===== src/rtl/servo_pwm_bank.sv =====
// Multi-channel servo pulse generator sharing one frame timer.
// Targets are latched per channel and applied only at frame boundaries.
module servo_pwm_bank #(
  parameter int unsigned NUM_CH       = 2,
  parameter int unsigned POS_W        = 8,
  parameter int unsigned CNT_W        = 21,
  parameter int unsigned FRAME_CYCLES = 1000000,
  parameter int unsigned BASE_CYCLES  = 29200,
  parameter int unsigned SCALE        = 355,
  parameter int unsigned SLEW_MAX     = 0,
  parameter int unsigned CH_W         = (NUM_CH > 1) ? $clog2(NUM_CH) : 1
) (
  input  logic              clk,
  input  logic              reset,
  input  logic              wr_en,
  input  logic [CH_W-1:0]   wr_ch,
  input  logic [POS_W-1:0]  wr_pos,
  input  logic [NUM_CH-1:0] ch_en,
  output logic [NUM_CH-1:0] pwm,
  output logic              frame_start,
  output logic [NUM_CH-1:0] at_target
);

  localparam int unsigned WW = CNT_W + POS_W + 1;
  localparam logic [WW-1:0] BaseW  = WW'(BASE_CYCLES);
  localparam logic [WW-1:0] FrameW = WW'(FRAME_CYCLES);
  localparam logic [WW-1:0] ScaleW = WW'(SCALE);
  localparam logic [CNT_W-1:0] LastCnt = CNT_W'(FRAME_CYCLES - 1);
  localparam logic [CNT_W-1:0] ResetWidth =
      CNT_W'((BASE_CYCLES < FRAME_CYCLES) ? BASE_CYCLES : FRAME_CYCLES);

  logic [CNT_W-1:0]  fcnt_q, fcnt_d;
  logic [POS_W-1:0]  target_q [NUM_CH];
  logic [POS_W-1:0]  cur_q    [NUM_CH];
  logic [POS_W-1:0]  cur_d    [NUM_CH];
  logic [POS_W-1:0]  diff     [NUM_CH];
  logic [WW-1:0]     wide     [NUM_CH];
  logic [CNT_W-1:0]  width_q  [NUM_CH];
  logic [CNT_W-1:0]  width_d  [NUM_CH];
  logic [NUM_CH-1:0] en_lat_q;
  logic [NUM_CH-1:0] pwm_q;
  logic [NUM_CH-1:0] at_target_q;
  logic              frame_start_q;
  logic              boundary;
  logic              wr_hit;

  assign boundary = (fcnt_q == LastCnt);
  assign fcnt_d   = boundary ? '0 : fcnt_q + 1'b1;
  // Out-of-range channel indices are silently dropped.
  assign wr_hit   = wr_en && (32'(wr_ch) < NUM_CH);

  always_comb begin
    for (int c = 0; c < NUM_CH; c++) begin
      diff[c] = (target_q[c] >= cur_q[c]) ? target_q[c] - cur_q[c] : cur_q[c] - target_q[c];
      if (SLEW_MAX == 0 || 32'(diff[c]) <= SLEW_MAX) begin
        cur_d[c] = target_q[c];
      end else if (target_q[c] > cur_q[c]) begin
        cur_d[c] = cur_q[c] + POS_W'(SLEW_MAX);
      end else begin
        cur_d[c] = cur_q[c] - POS_W'(SLEW_MAX);
      end
      // Widened so the product cannot wrap before the clamp.
      wide[c]    = BaseW + WW'(cur_d[c]) * ScaleW;
      width_d[c] = (wide[c] >= FrameW) ? CNT_W'(FrameW) : CNT_W'(wide[c]);
    end
  end

  always_ff @(posedge clk or posedge reset) begin
    if (reset) begin
      fcnt_q        <= '0;
      en_lat_q      <= '0;
      pwm_q         <= '0;
      frame_start_q <= 1'b0;
      at_target_q   <= '1;
      for (int c = 0; c < NUM_CH; c++) begin
        target_q[c] <= '0;
        cur_q[c]    <= '0;
        width_q[c]  <= ResetWidth;
      end
    end else begin
      fcnt_q        <= fcnt_d;
      frame_start_q <= (fcnt_q == '0);
      if (boundary) begin
        en_lat_q <= ch_en;
      end
      for (int c = 0; c < NUM_CH; c++) begin
        if (wr_hit && (wr_ch == CH_W'(c))) begin
          target_q[c] <= wr_pos;
        end
        // Boundary update reads pre-edge targets, so a boundary-cycle write waits a frame.
        if (boundary) begin
          cur_q[c]   <= cur_d[c];
          width_q[c] <= width_d[c];
        end
        pwm_q[c]       <= en_lat_q[c] & (fcnt_q < width_q[c]);
        at_target_q[c] <= (cur_q[c] == target_q[c]);
      end
    end
  end

  assign pwm         = pwm_q;
  assign frame_start = frame_start_q;
  assign at_target   = at_target_q;

endmodule


===== config.mk =====
export PLATFORM = sky130hd
export DESIGN_NAME = servo_pwm_bank
export DESIGN_NICKNAME = d
export VERILOG_FILES = /design/src/rtl/servo_pwm_bank.sv
export SDC_FILE = /design/constraint.sdc
export NUM_CORES = 1
export LEC_CHECK = 0
export BUFFER_PORTS_ARGS = -buffer_cell sky130_fd_sc_hd__buf_4
export CAP_MARGIN = 15
export CORE_UTILIZATION = 41
export DETAILED_ROUTE_END_ITERATION = 12
export PLACE_DENSITY_LB_ADDON = 0.1
export RECOVER_POWER = 100
export SYNTH_ARGS = -nofsm -noshare
export SYNTH_HDL_FRONTEND = slang
export SYNTH_SLANG_ARGS = --single-unit

===== constraint.sdc =====
create_clock -name clk -period 5.7 [get_ports clk]
set_input_delay 0.855 -clock clk [delete_from_list [all_inputs] [get_ports clk]]
set_output_delay 0.855 -clock clk [all_outputs]
set_load 0.02 [all_outputs]

# Word level (Yosys, flattened, before mapping)
# Cells that the tools add are included.
# totals
regBits,102
latch_bits,0
mem_bits_rw,0
mem_bits_ro,0
inputBits,14
word_cells,32
mem_count,0
# classes
n_addsub,3
multipliers,2
n_div,0
n_lt_le_gt_ge,4
eq_ne,3
shifts,0
muxes,3
bitwise,3
n_reduce_logical,3
# op_table
operator,n
$lt 21x21->1,2
$ge 18x20->1 const B,2
$mux 20,2
$add 15x17->18 const A,2
$mul 8x9->17 const B,2
$add 21x1->21 const B,1
$eq 21x20->1 const B,1
$logic_not 21->1,1
$mux 21,1
$eq 8x8->1,2
$and 1x1->1,2
$logic_and 1x1->1,2
$not 1->1,1

# Longest topological paths before layout
# depth
word_depth,4
mapped_depth,17

# Worst setup path after synthesis
# OpenSTA, ideal clock, no wires.
# synth_timing
path_type,register to register
start,"reg target_q, in the netlist cur_d[14]"
end,reg width_q[38] (netlist bit)
setup_ns,0.077
arrival_ns,3.721
required_ns,5.623
path_slack_ns,1.901
stages_incl_launch_ff,17
cell_sequence,dfrtp_1 -> inv_1 -> ha_1 -> xor2_1 -> inv_1 -> ha_1 -> a21oi_1 -> fa_1 -> inv_1 -> fa_1 -> ha_1 -> nor2_1 -> a211oi_1 -> a41o_1 -> a21oi_1 -> xor2_1 -> a21oi_1
# synth_between
elab_chain_len,4
# synth_rtl
item,line_no,rtl
from (decl),33,logic [POS_W-1:0] target_q [NUM_CH];
"from (signal, indexed assignment)",88,target_q[c] <= wr_pos;
$mul 8x9->17 *,63,wide[c] = BaseW + WW'(cur_d[c]) * ScaleW;
$add 15x17->18 *,63,
$ge 18x20->1,64,width_d[c] = (wide[c] >= FrameW) ? CNT_W'(FrameW) : CNT_W'(wide[c]);
$mux 20 *,64,
"to (signal, indexed assignment)",78,width_q[c] <= ResetWidth;
"to (signal, indexed assignment)",93,width_q[c] <= width_d[c];
to (decl),38,logic [CNT_W-1:0] width_q [NUM_CH];
# Every way passes the cells marked *; elsewhere a longest branch is shown, timed or not.
# A chain may end at the register's enable or synchronous reset.

# Final worst setup path
# layout_timing
start,"reg target_q, in the netlist cur_d[14]"
end,reg width_q[36] (netlist bit)
# Same word-level chain as after synthesis.

==> results.txt <==
Cell area power density = 373.4 nW/um2
GPL Wtd Cong = 0.8142
Dpl cells = 1017
Mapped cell area = 7435 um2
# hold bufs at CTS = 0
Crit end category = register
Initial core utilization = 42.54%
Vias in the first global route = 5387
Syn Area/Cell = 9.399 um2
Worst path arrival time = 4.36 ns
Max Clk Rate = 237.2 MHz
Core footprint = 17480 um2
Leading cell type in the layout, fill and taps excluded = ha_1
Min Tclk post-route = 4.216 ns
Die area = 18680 um2
GRT busiest layer = met2
Fillers = 1708
First-pass GRT wire length = 26.34 mm
Die Y = 136.7 um
Hold depth = 2
Most frequent cells in the layout = ha_1 (136), nand2_1 (114), inv_1 (99)
Yosys Warn Count = 0
GR Util met1 = 24.53%
Slowest-stage cell, CP = dfrtp_1
CP max stage delay = 0.53 ns
Met2 GRT Util = 29.36%
Multi-input gate area = 4534 um2
WP data required = 5.84 ns
CTS tree = built
Period utilization = 73.96%
Drt wl/cell = 14.73 um
Antenna Cells = 0
Crit path launch type = register
Hold WC Path Type = register to register
Final nets = 975
Top post-synthesis cells by area = dfrtp_1 (28%), ha_1 (23%), fa_1 (5.9%)
H-tree Lvls = 3
Post-synth top flop = dfrtp_1
Overflow after GRT = 0
Max FO, Critical Path = 9
RSZ-0062 raised after global routing = no
Outcome = complete, but fails checks
# resized after CTS = 0
Max rail drop VDD = 0.1890 mV
Area growth, synth to finish = 7.304%
Clk_skew = 0.01167 ns
Depth of the most critical reg-to-reg path = 16
Async SR Flop Fraction = 100.0%
CTS Buf Count = 9
Share of Yosys cell area claimed by the top area cell type = 27.60%
Syn nets = 963
Setup TNS Final = 0 ns
Max-cap violations = 3
Fin cells = 1033
Initial antenna violation count = 0
Crit-path cells = inv_1 > ha_1 > xor2_1 > inv_1 > ha_1 > a21oi_1 > fa_1 > inv_1 > fa_1 > ha_1 > nor2_1 > a211oi_1 > a41o_1 > a211oi_1 > xor2_1 > o21ai_0
Max clock buf depth = 2
Io pins = 19
Site row count = 48
CTS Sinks = 94
Slew headroom = -36.07%
HPWL after detailed placement = 11.86 mm
All-Layer GR Usage = 18.02%
Measured slew at the worst slew-check pin = 2.041 ns
Yosys cell types = 53
Worst-path clk slew = 0.07 ns
CTS Root Buffer Type = clkbuf_16
Register bit total from synthesis = 94
Clk_lat worst skew = 0.35 ns
Failing checks = capacitance limit, slew limit
LEAKAGE = 4.004 nW
Router iterations before antenna repair = 4
DRT Wirelength = 15.21 mm
Die X = 136.7 um
Ratio of cells with drive above 1 in the final layout = 7.302%
PortBufs = 18
Drt via density = 5.100
Setup Buffers After CTS = 0
M3 GR Usage = 2.963%
DRC = 0
Routed vias = 5268
Register area = 2367 um2
Seq/Total Area, Yosys = 31.84%
EDFF count, synth = 0
Pin count of the biggest net entering global routing = 60
Initial DRC count = 138
Dominant cell type by area after synthesis = dfrtp_1
WS Path Type = register to register
Setup violators final = 0
Max Slew Vio Count = 128
Mapped Cells = 791
Antenna-violating nets left = 0
Endpoints failing hold = 0
stage by stage:
stage	util (%)	setup WS [ns]	hold slack, ns	cell area (um2)	total power, mW
after floorplan	-	1.901	0.4386	7435	2.034
after global placement	44.40	1.666	0.4554	7760	2.380
after detailed placement	44.40	1.523	0.4587	7760	2.380
after CTS	46.06	1.492	0.4659	8050	3.024
after global routing	45.65	1.150	0.5150	7978	3.278
final	45.65	1.484	0.4809	7978	2.979
layer usage:
metal  vias up  part of all wire [%]
met5         -                     0
met1      2513                    50
met4         0                   1.4
li1       2680                     -
met2        58                    46
met3        17                   2.4
flip-flops by register name, summed over array words and instances (netlist names):
name and count:
frame_start 1, width_q 34, fcnt_q 21, cur_d 16
pwm 2, at_target 2, en_lat_q 2, cur_q 16
where the power goes:
group	switching (mW)	total [mW]	internal (mW)
clock network	0.266	0.605	0.340
registers	0.0405	0.724	0.683
logic	0.934	1.65	0.716
critical path, delay by kind of cell, from the launching register on:
family / cells / cell delay, ns
adders and majority gates: 5 / 1.74
AOI/OAI and AO/OA: 5 / 1.04
DFF: 1 / 0.53
xor gates and xnor gates: 2 / 0.34
buffers and inverters: 3 / 0.31
and+or+nand+nor: 1 / 0.06
kinds of logic (layout without fill, tap and decap cells):
| logic type | count (synthesis) | count (layout) | share of synthesized area, % |
|---|---|---|---|
| AND/OR/NAND/NOR | 218 | 218 | 13.18 |
| adder cells (fa/ha/maj) | 158 | 158 | 28.81 |
| AO/OA/AOI/OAI | 135 | 135 | 11.38 |
| buffers and inverters | 120 | 137 | 6.715 |
| flip-flops | 94 | 94 | 31.84 |
| XOR/XNOR | 56 | 56 | 6.597 |
| multiplexers | 10 | 10 | 1.481 |
Yosys cell counts (7+ instances only):
cell,number
a21oi_1,32
ha_1,136
o21ai_0,37
dfstp_2,12
o21ai_2,8
nand4_1,13
dfrtp_1,82
xor2_1,26
buf_2,11
fa_1,22
nand3_1,18
nand2_1,114
a21o_1,16
xnor2_1,30
inv_1,100
nor2_1,33
mux2_2,8
nor3_1,7
final timing paths:
| kind | start | to | slack (ns) |
|---|---|---|---|
| setup / recovery | cur_d[14] | width_q[36] | 1.48 |
| hold reg to reg | width_q[22] | width_q[22] | 0.48 |
| hold / removal | width_q[22] | width_q[22] | 0.48 |
| setup reg to reg | cur_d[14] | width_q[36] | 1.48 |
| max in group asynchronous | reset | en_lat_q[0] | 3.40 |
| min in group asynchronous | reset | cur_q[11] | 0.87 |
cell type report:
class / count / share of cell area [%]
sequential: 94 / 29.67
timing repair buffer: 21 / 1.600
clock buffer: 10 / 2.870
multi-input combinational: 577 / 56.84
inverter: 100 / 4.721
tap: 225 / 3.529
clock inverter: 6 / 0.7685
No activity file was read; power rests on OpenSTA's default activity.
